==> src/rtl/washmach_ctrl.sv <==
// washmach_ctrl: wash-cycle sequencer driving the shared timer through
// prewash (optional), wash, N rinses, spin and an end-of-cycle alarm.
// Each phase is preceded by a one-cycle GAP that restarts the timer.
// Optional feature: define WASHMACH_CTRL_PREWASH_EN to add a PREWASH phase
// at the start of programs 00 and 01 and make phase_led[0] live.
module washmach_ctrl #(
  parameter int WASH_TIME    = 5,
  parameter int RINSE_TIME   = 3,
  parameter int RINSE_REPEAT = 2,
  parameter int SPIN_TIME    = 2,
  parameter int PREWASH_TIME = 4,
  parameter int ALARM_TIME   = 3
) (
  input  logic        clk_src,
  input  logic        rst_n,
  input  logic        switch_power,
  input  logic        switch_en,
  input  logic [1:0]  mode,
  input  logic        count_end_flag,
  output logic [31:0] sum_count,
  output logic        count_start_flag,
  output logic [3:0]  phase_led,
  output logic        alarm,
  output logic        busy
);

  typedef enum logic [2:0] {
    IDLE,
    GAP,
    PREWASH,
    WASH,
    RINSE,
    SPIN,
    ALARM
  } state_t;

  state_t     state;
  state_t     next_phase;
  logic [2:0] rinse_cnt;
  logic [1:0] mode_q;
  logic       en_prev;
  logic       armed;

  // Phase length handed to the timer. PREWASH is unreachable unless the
  // prewash option is built in, so its entry drops out of the default build.
  function automatic logic [31:0] phase_time(input state_t p);
    logic [31:0] t;
    t = 32'd0;
    case (p)
      PREWASH: t = 32'(PREWASH_TIME);
      WASH:    t = 32'(WASH_TIME);
      RINSE:   t = 32'(RINSE_TIME);
      SPIN:    t = 32'(SPIN_TIME);
      ALARM:   t = 32'(ALARM_TIME);
      default: t = 32'd0;
    endcase
    return t;
  endfunction

  // One-hot {spin, rinse, wash, prewash}; ALARM and IDLE light nothing.
  function automatic logic [3:0] phase_leds(input state_t p);
    logic [3:0] l;
    l = 4'b0000;
    case (p)
`ifdef WASHMACH_CTRL_PREWASH_EN
      PREWASH: l = 4'b0001;
`else
      PREWASH: l = 4'b0000;
`endif
      WASH:    l = 4'b0010;
      RINSE:   l = 4'b0100;
      SPIN:    l = 4'b1000;
      default: l = 4'b0000;
    endcase
    return l;
  endfunction

  // First phase of each program.
  function automatic state_t first_phase(input logic [1:0] m);
    state_t f;
    case (m)
`ifdef WASHMACH_CTRL_PREWASH_EN
      2'b00, 2'b01: f = PREWASH;
`else
      2'b00, 2'b01: f = WASH;
`endif
      2'b10:        f = RINSE;
      default:      f = SPIN;
    endcase
    return f;
  endfunction

  // Successor of a phase; 'last' says the rinse just finished was the final one.
  function automatic state_t phase_succ(input state_t p, input logic [1:0] m,
                                        input logic last);
    state_t s;
    case (p)
      PREWASH: s = WASH;
      WASH:    s = (m == 2'b11) ? ALARM : RINSE;
      RINSE:   s = !last ? RINSE : ((m == 2'b01) ? ALARM : SPIN);
      SPIN:    s = ALARM;
      default: s = IDLE;
    endcase
    return s;
  endfunction

  function automatic logic last_rinse(input logic [2:0] c);
    return (({1'b0, c} + 4'd1) == 4'(RINSE_REPEAT));
  endfunction

  // Sequencer: start detection, GAP/phase stepping, pause, power-off and
  // registered outputs all update together so no input reaches an output
  // combinationally.
  always_ff @(posedge clk_src or negedge rst_n) begin
    if (!rst_n) begin
      state            <= IDLE;
      next_phase       <= IDLE;
      rinse_cnt        <= 3'd0;
      mode_q           <= 2'b00;
      en_prev          <= 1'b1;
      armed            <= 1'b0;
      sum_count        <= 32'd0;
      count_start_flag <= 1'b0;
      phase_led        <= 4'b0000;
      alarm            <= 1'b0;
      busy             <= 1'b0;
    end else begin
      en_prev <= switch_en;
      if (!switch_power) begin
        state            <= IDLE;
        next_phase       <= IDLE;
        rinse_cnt        <= 3'd0;
        armed            <= 1'b0;
        sum_count        <= 32'd0;
        count_start_flag <= 1'b0;
        phase_led        <= 4'b0000;
        alarm            <= 1'b0;
        busy             <= 1'b0;
      end else begin
        case (state)
          IDLE: begin
            if (switch_en && !en_prev) begin
              mode_q           <= mode;
              rinse_cnt        <= 3'd0;
              next_phase       <= first_phase(mode);
              state            <= GAP;
              busy             <= 1'b1;
              count_start_flag <= 1'b0;
              phase_led        <= phase_leds(first_phase(mode));
            end
          end
          GAP: begin
            if (phase_time(next_phase) == 32'd0) begin
              if (phase_succ(next_phase, mode_q, 1'b1) == IDLE) begin
                state     <= IDLE;
                busy      <= 1'b0;
                sum_count <= 32'd0;
                phase_led <= 4'b0000;
                alarm     <= 1'b0;
              end else begin
                next_phase <= phase_succ(next_phase, mode_q, 1'b1);
                phase_led  <= phase_leds(phase_succ(next_phase, mode_q, 1'b1));
              end
            end else begin
              state            <= next_phase;
              sum_count        <= phase_time(next_phase);
              count_start_flag <= 1'b1;
              armed            <= 1'b0;
              alarm            <= (next_phase == ALARM);
              phase_led        <= phase_leds(next_phase);
            end
          end
          PREWASH, WASH, RINSE, SPIN, ALARM: begin
            armed <= 1'b1;
            if (switch_en && armed && count_end_flag) begin
              if (state == ALARM) begin
                state            <= IDLE;
                next_phase       <= IDLE;
                busy             <= 1'b0;
                count_start_flag <= 1'b0;
                sum_count        <= 32'd0;
                phase_led        <= 4'b0000;
                alarm            <= 1'b0;
              end else begin
                state            <= GAP;
                count_start_flag <= 1'b0;
                next_phase       <= phase_succ(state, mode_q, last_rinse(rinse_cnt));
                phase_led        <= phase_leds(phase_succ(state, mode_q,
                                                          last_rinse(rinse_cnt)));
                if ((state == RINSE) && !last_rinse(rinse_cnt)) begin
                  rinse_cnt <= rinse_cnt + 3'd1;
                end
              end
            end
          end
          default: begin
            state <= IDLE;
          end
        endcase
      end
    end
  end

endmodule

==> config.mk <==
export PLATFORM = sky130hd
export DESIGN_NAME = washmach_ctrl
export DESIGN_NICKNAME = d
export VERILOG_FILES = /design/src/rtl/washmach_ctrl.sv
export SDC_FILE = /design/constraint.sdc
export NUM_CORES = 1
export LEC_CHECK = 0
export CAP_MARGIN = 20
export CORE_MARGIN = 2
export CORE_UTILIZATION = 38
export DETAILED_ROUTE_END_ITERATION = 10
export PLACE_DENSITY_LB_ADDON = 0.1
export RECOVER_POWER = 50
export SYNTH_ARGS = -nofsm -noshare
export SYNTH_HDL_FRONTEND = slang
export SYNTH_SLANG_ARGS = --single-unit
export TNS_END_PERCENT = 20
==> constraint.sdc <==
create_clock -name clk_src -period 2.13 [get_ports clk_src]
set_input_delay 0.426 -clock clk_src [delete_from_list [all_inputs] [get_ports clk_src]]
set_output_delay 0.426 -clock clk_src [all_outputs]
set_load 0.01 [all_outputs]
==> results.toml <==
[outcome]
status = "finished, final reports clean"

[finish]
nNetsFinal = 224
nFillCells = 422
diodes = 0
drive_gt1_share_pct = 11.7
final_cell_area_um2 = 1830
area_delta_synth_final_pct = 11.5

[detailed_routing]
drt-initial-drc-count = 67
drtAntennaViolNets = 0
first_pass_iters = 4
viasPerCell = 5.32
post_drt_wl_per_cell_um = 15.6
drc_errors = 0
wirelength_um = 4110
vias = 1404

[logic_synthesis]
synth.largest_area_cell = "dfrtp_1"
synth_edf_count = 0
post-synth-top-count-cell = "buf_4"
synth_top_area_share_pct = 31.9
synth.area.top_cells = "dfrtp_1, buf_4, nand2_1, nand2b_1, nor2_1"
synthArstFlopShare_pct = 100
ys_ff_latch = 22
seq_area_frac_synth_pct = 33.5
yosys_warnings = 0
syn_area_per_cell_um2 = 8.39
synth_ff_type = "dfrtp_1"
synth.distinct_cells = 55
synth.cell_area_um2 = 1650
netlist_top_cells_count = "buf_4, nand2_1, dfrtp_1, nor2_1"
synthCells = 196

[sta]
final-setup-viol-count = 0
hold_violations = 0
finalSetupTns_ps = 0
clock_skew_ps = 1.78
fmax_mhz = 509
min_period_over_period_pct = 92.2
worstMarginPinSlew_ps = 1260
slew_headroom_pct = 15.7
fin_hold_ws_ps = 499
period_needed_ps = 1960
rsz0062_at_grt = "false"
drv_slew = 0

[placed_design]
place_congestion = 0.886
place_area_um2 = 1770
dp.final_hpwl_um = 3100
portBuffers = 15

[hold_path]
hp-class = "reg2reg"
min_from = "alarm"

[worst_setup_path]
worstSetupStartpointType = "input port"
arrival_ps = 2130
slowest_stage = "dlygate4sd3_1"
crit_chain = "dlygate4sd3_1 -> nor2b_1 -> nor3_1 -> or3_1 -> buf_4 -> a31o_1"
required_ps = 2290
r2r_start = "state[2]"
path_class = "in2reg"
path_max_fanout = 4
startpoint = "switch_en"
crit_path_end_kind = "flop"
cpLargestDelayFamily = "simple AND/OR/NAND/NOR gates"
slowest_delay_ps = 550
crit_buf_inv = 2

[power_and_ir_drop]
peakVddDrop_v = 0.000379
power.leakage_nw = 0.862
finalPower_w = 0.00162
powerDensity_nw_per_um2 = 882

[floorplanning]
dieWidth_um = 69.8
die_area_um2 = 4870
io_pins = 46
die_y_um = 69.8
start_util_pct = 40.3
fp-row-count = 23
core_region_area_um2 = 4090

[clock_tree]
cts_tree = "done"
clock-sinks = 22
post_cts_buffers = 0
cts_hold_buf = 0
root_buffer = "clkbuf_8"
cts_resized = 0
numCtsBuffers = 3
clock_path_buffers = 2
clkLatencyLatePin_ps = 270
htree_levels = 1
clk_pin_slew_ps = 90

[grt]
grt_pass1_wl_um = 6690
antenna_found_initial = 0
grt_max_degree = 23
grt_usage_pct = 17.1
grt_pass1_vias = 1283
overflow = 0

[flow_run]
cap_violations = 0
[cells by family after synthesis]
kind of cell    after synthesis  synth area share (%)
simple gates                 74                  21.8
compound gates               47                  22.0
buf+inv                      47                  19.0
flops                        22                  33.5
fa+ha+maj                     2                  1.52
mux                           2                  1.37
other cells                   1                 0.228
xor+xnor                      1                 0.532
[tightest hold or removal path, stage by stage, from the launching register on]
cell,delay [ps]
dfrtp_1,350
nand2_1,60
o41ai_1,50
[per-stage QoR]
step | setup slack (ps) | util, % | std cells
global placement | 19.5 | 43.2 | 260
global route | 53.9 | 44.9 | 264
finish | 167 | 44.9 | 264
CTS | 171 | 45.0 | 264
detailed placement | -52.6 | 43.2 | 260
floorplan | 498 | - | 225
[final timing paths]
kind | end | slack (ps) | cells after the start
worst max-delay path | phase_led[3] | 170 | 6
worst min-delay path | alarm | 500 | 2
worst max register to register | phase_led[2] | 180 | 5
worst min register to register | alarm | 500 | 2
max in group asynchronous | rinse_cnt[2] | 440 | 2
min in group asynchronous | count_start_flag | 950 | 2
[cell usage in the layout (no fill, tap or decap), types with 3 or more instances in the layout]
master,instances
inv_1,3
o21ai_0,4
a2bb2oi_1,3
nor3_1,5
o22ai_1,3
and3_1,4
nand4_1,3
o21ai_1,3
nor2_1,11
clkdlybuf4s50_1,10
and2_1,3
clkbuf_8,3
a21oi_1,6
nand3_1,3
dlygate4sd3_1,5
nand2b_1,7
dfrtp_1,21
conb_1,30
buf_4,12
nand2_1,30
[routing by layer]
layer / global-route usage (%) / up-vias / share of wire, %
li1: - / 668 / -
met1: 24.2 / 680 / 45
met2: 27.5 / 52 / 49
met3: 2.47 / 4 / 4.9
met4: 4.27 / 0 / 0.92
met5: 0 / - / 0
[sequential cells by signal, indices dropped and copies added (netlist names)]
signal            count
en_prev               1
mode_q                2
next_phase            3
alarm                 1
state                 3
phase_led             3
sum_count             3
busy                  1
count_start_flag      1
armed                 1
rinse_cnt             3
[power by group]
| group | total (W) | internal, W | switching [W] | leakage (nW) |
|---|---|---|---|---|
| clock network | 0.000413 | 0.000251 | 0.000162 | 0.0357 |
| registers | 0.000579 | 0.000487 | 0.0000919 | 0.294 |
| logic | 0.000626 | 0.000287 | 0.000339 | 0.533 |
[final cells by class]
type                       count  area (um2)  area share, %
timing repair buffer          28         244           13.3
sequential                    22         552           30.1
clock inverter                 1        30.0           1.64
tap                           50        62.6           3.41
clock buffer                   3        41.3           2.25
inverter                       4        15.0          0.819
multi-input combinational    156         890           48.5
Note: power is estimated with default switching activity, not from simulation.
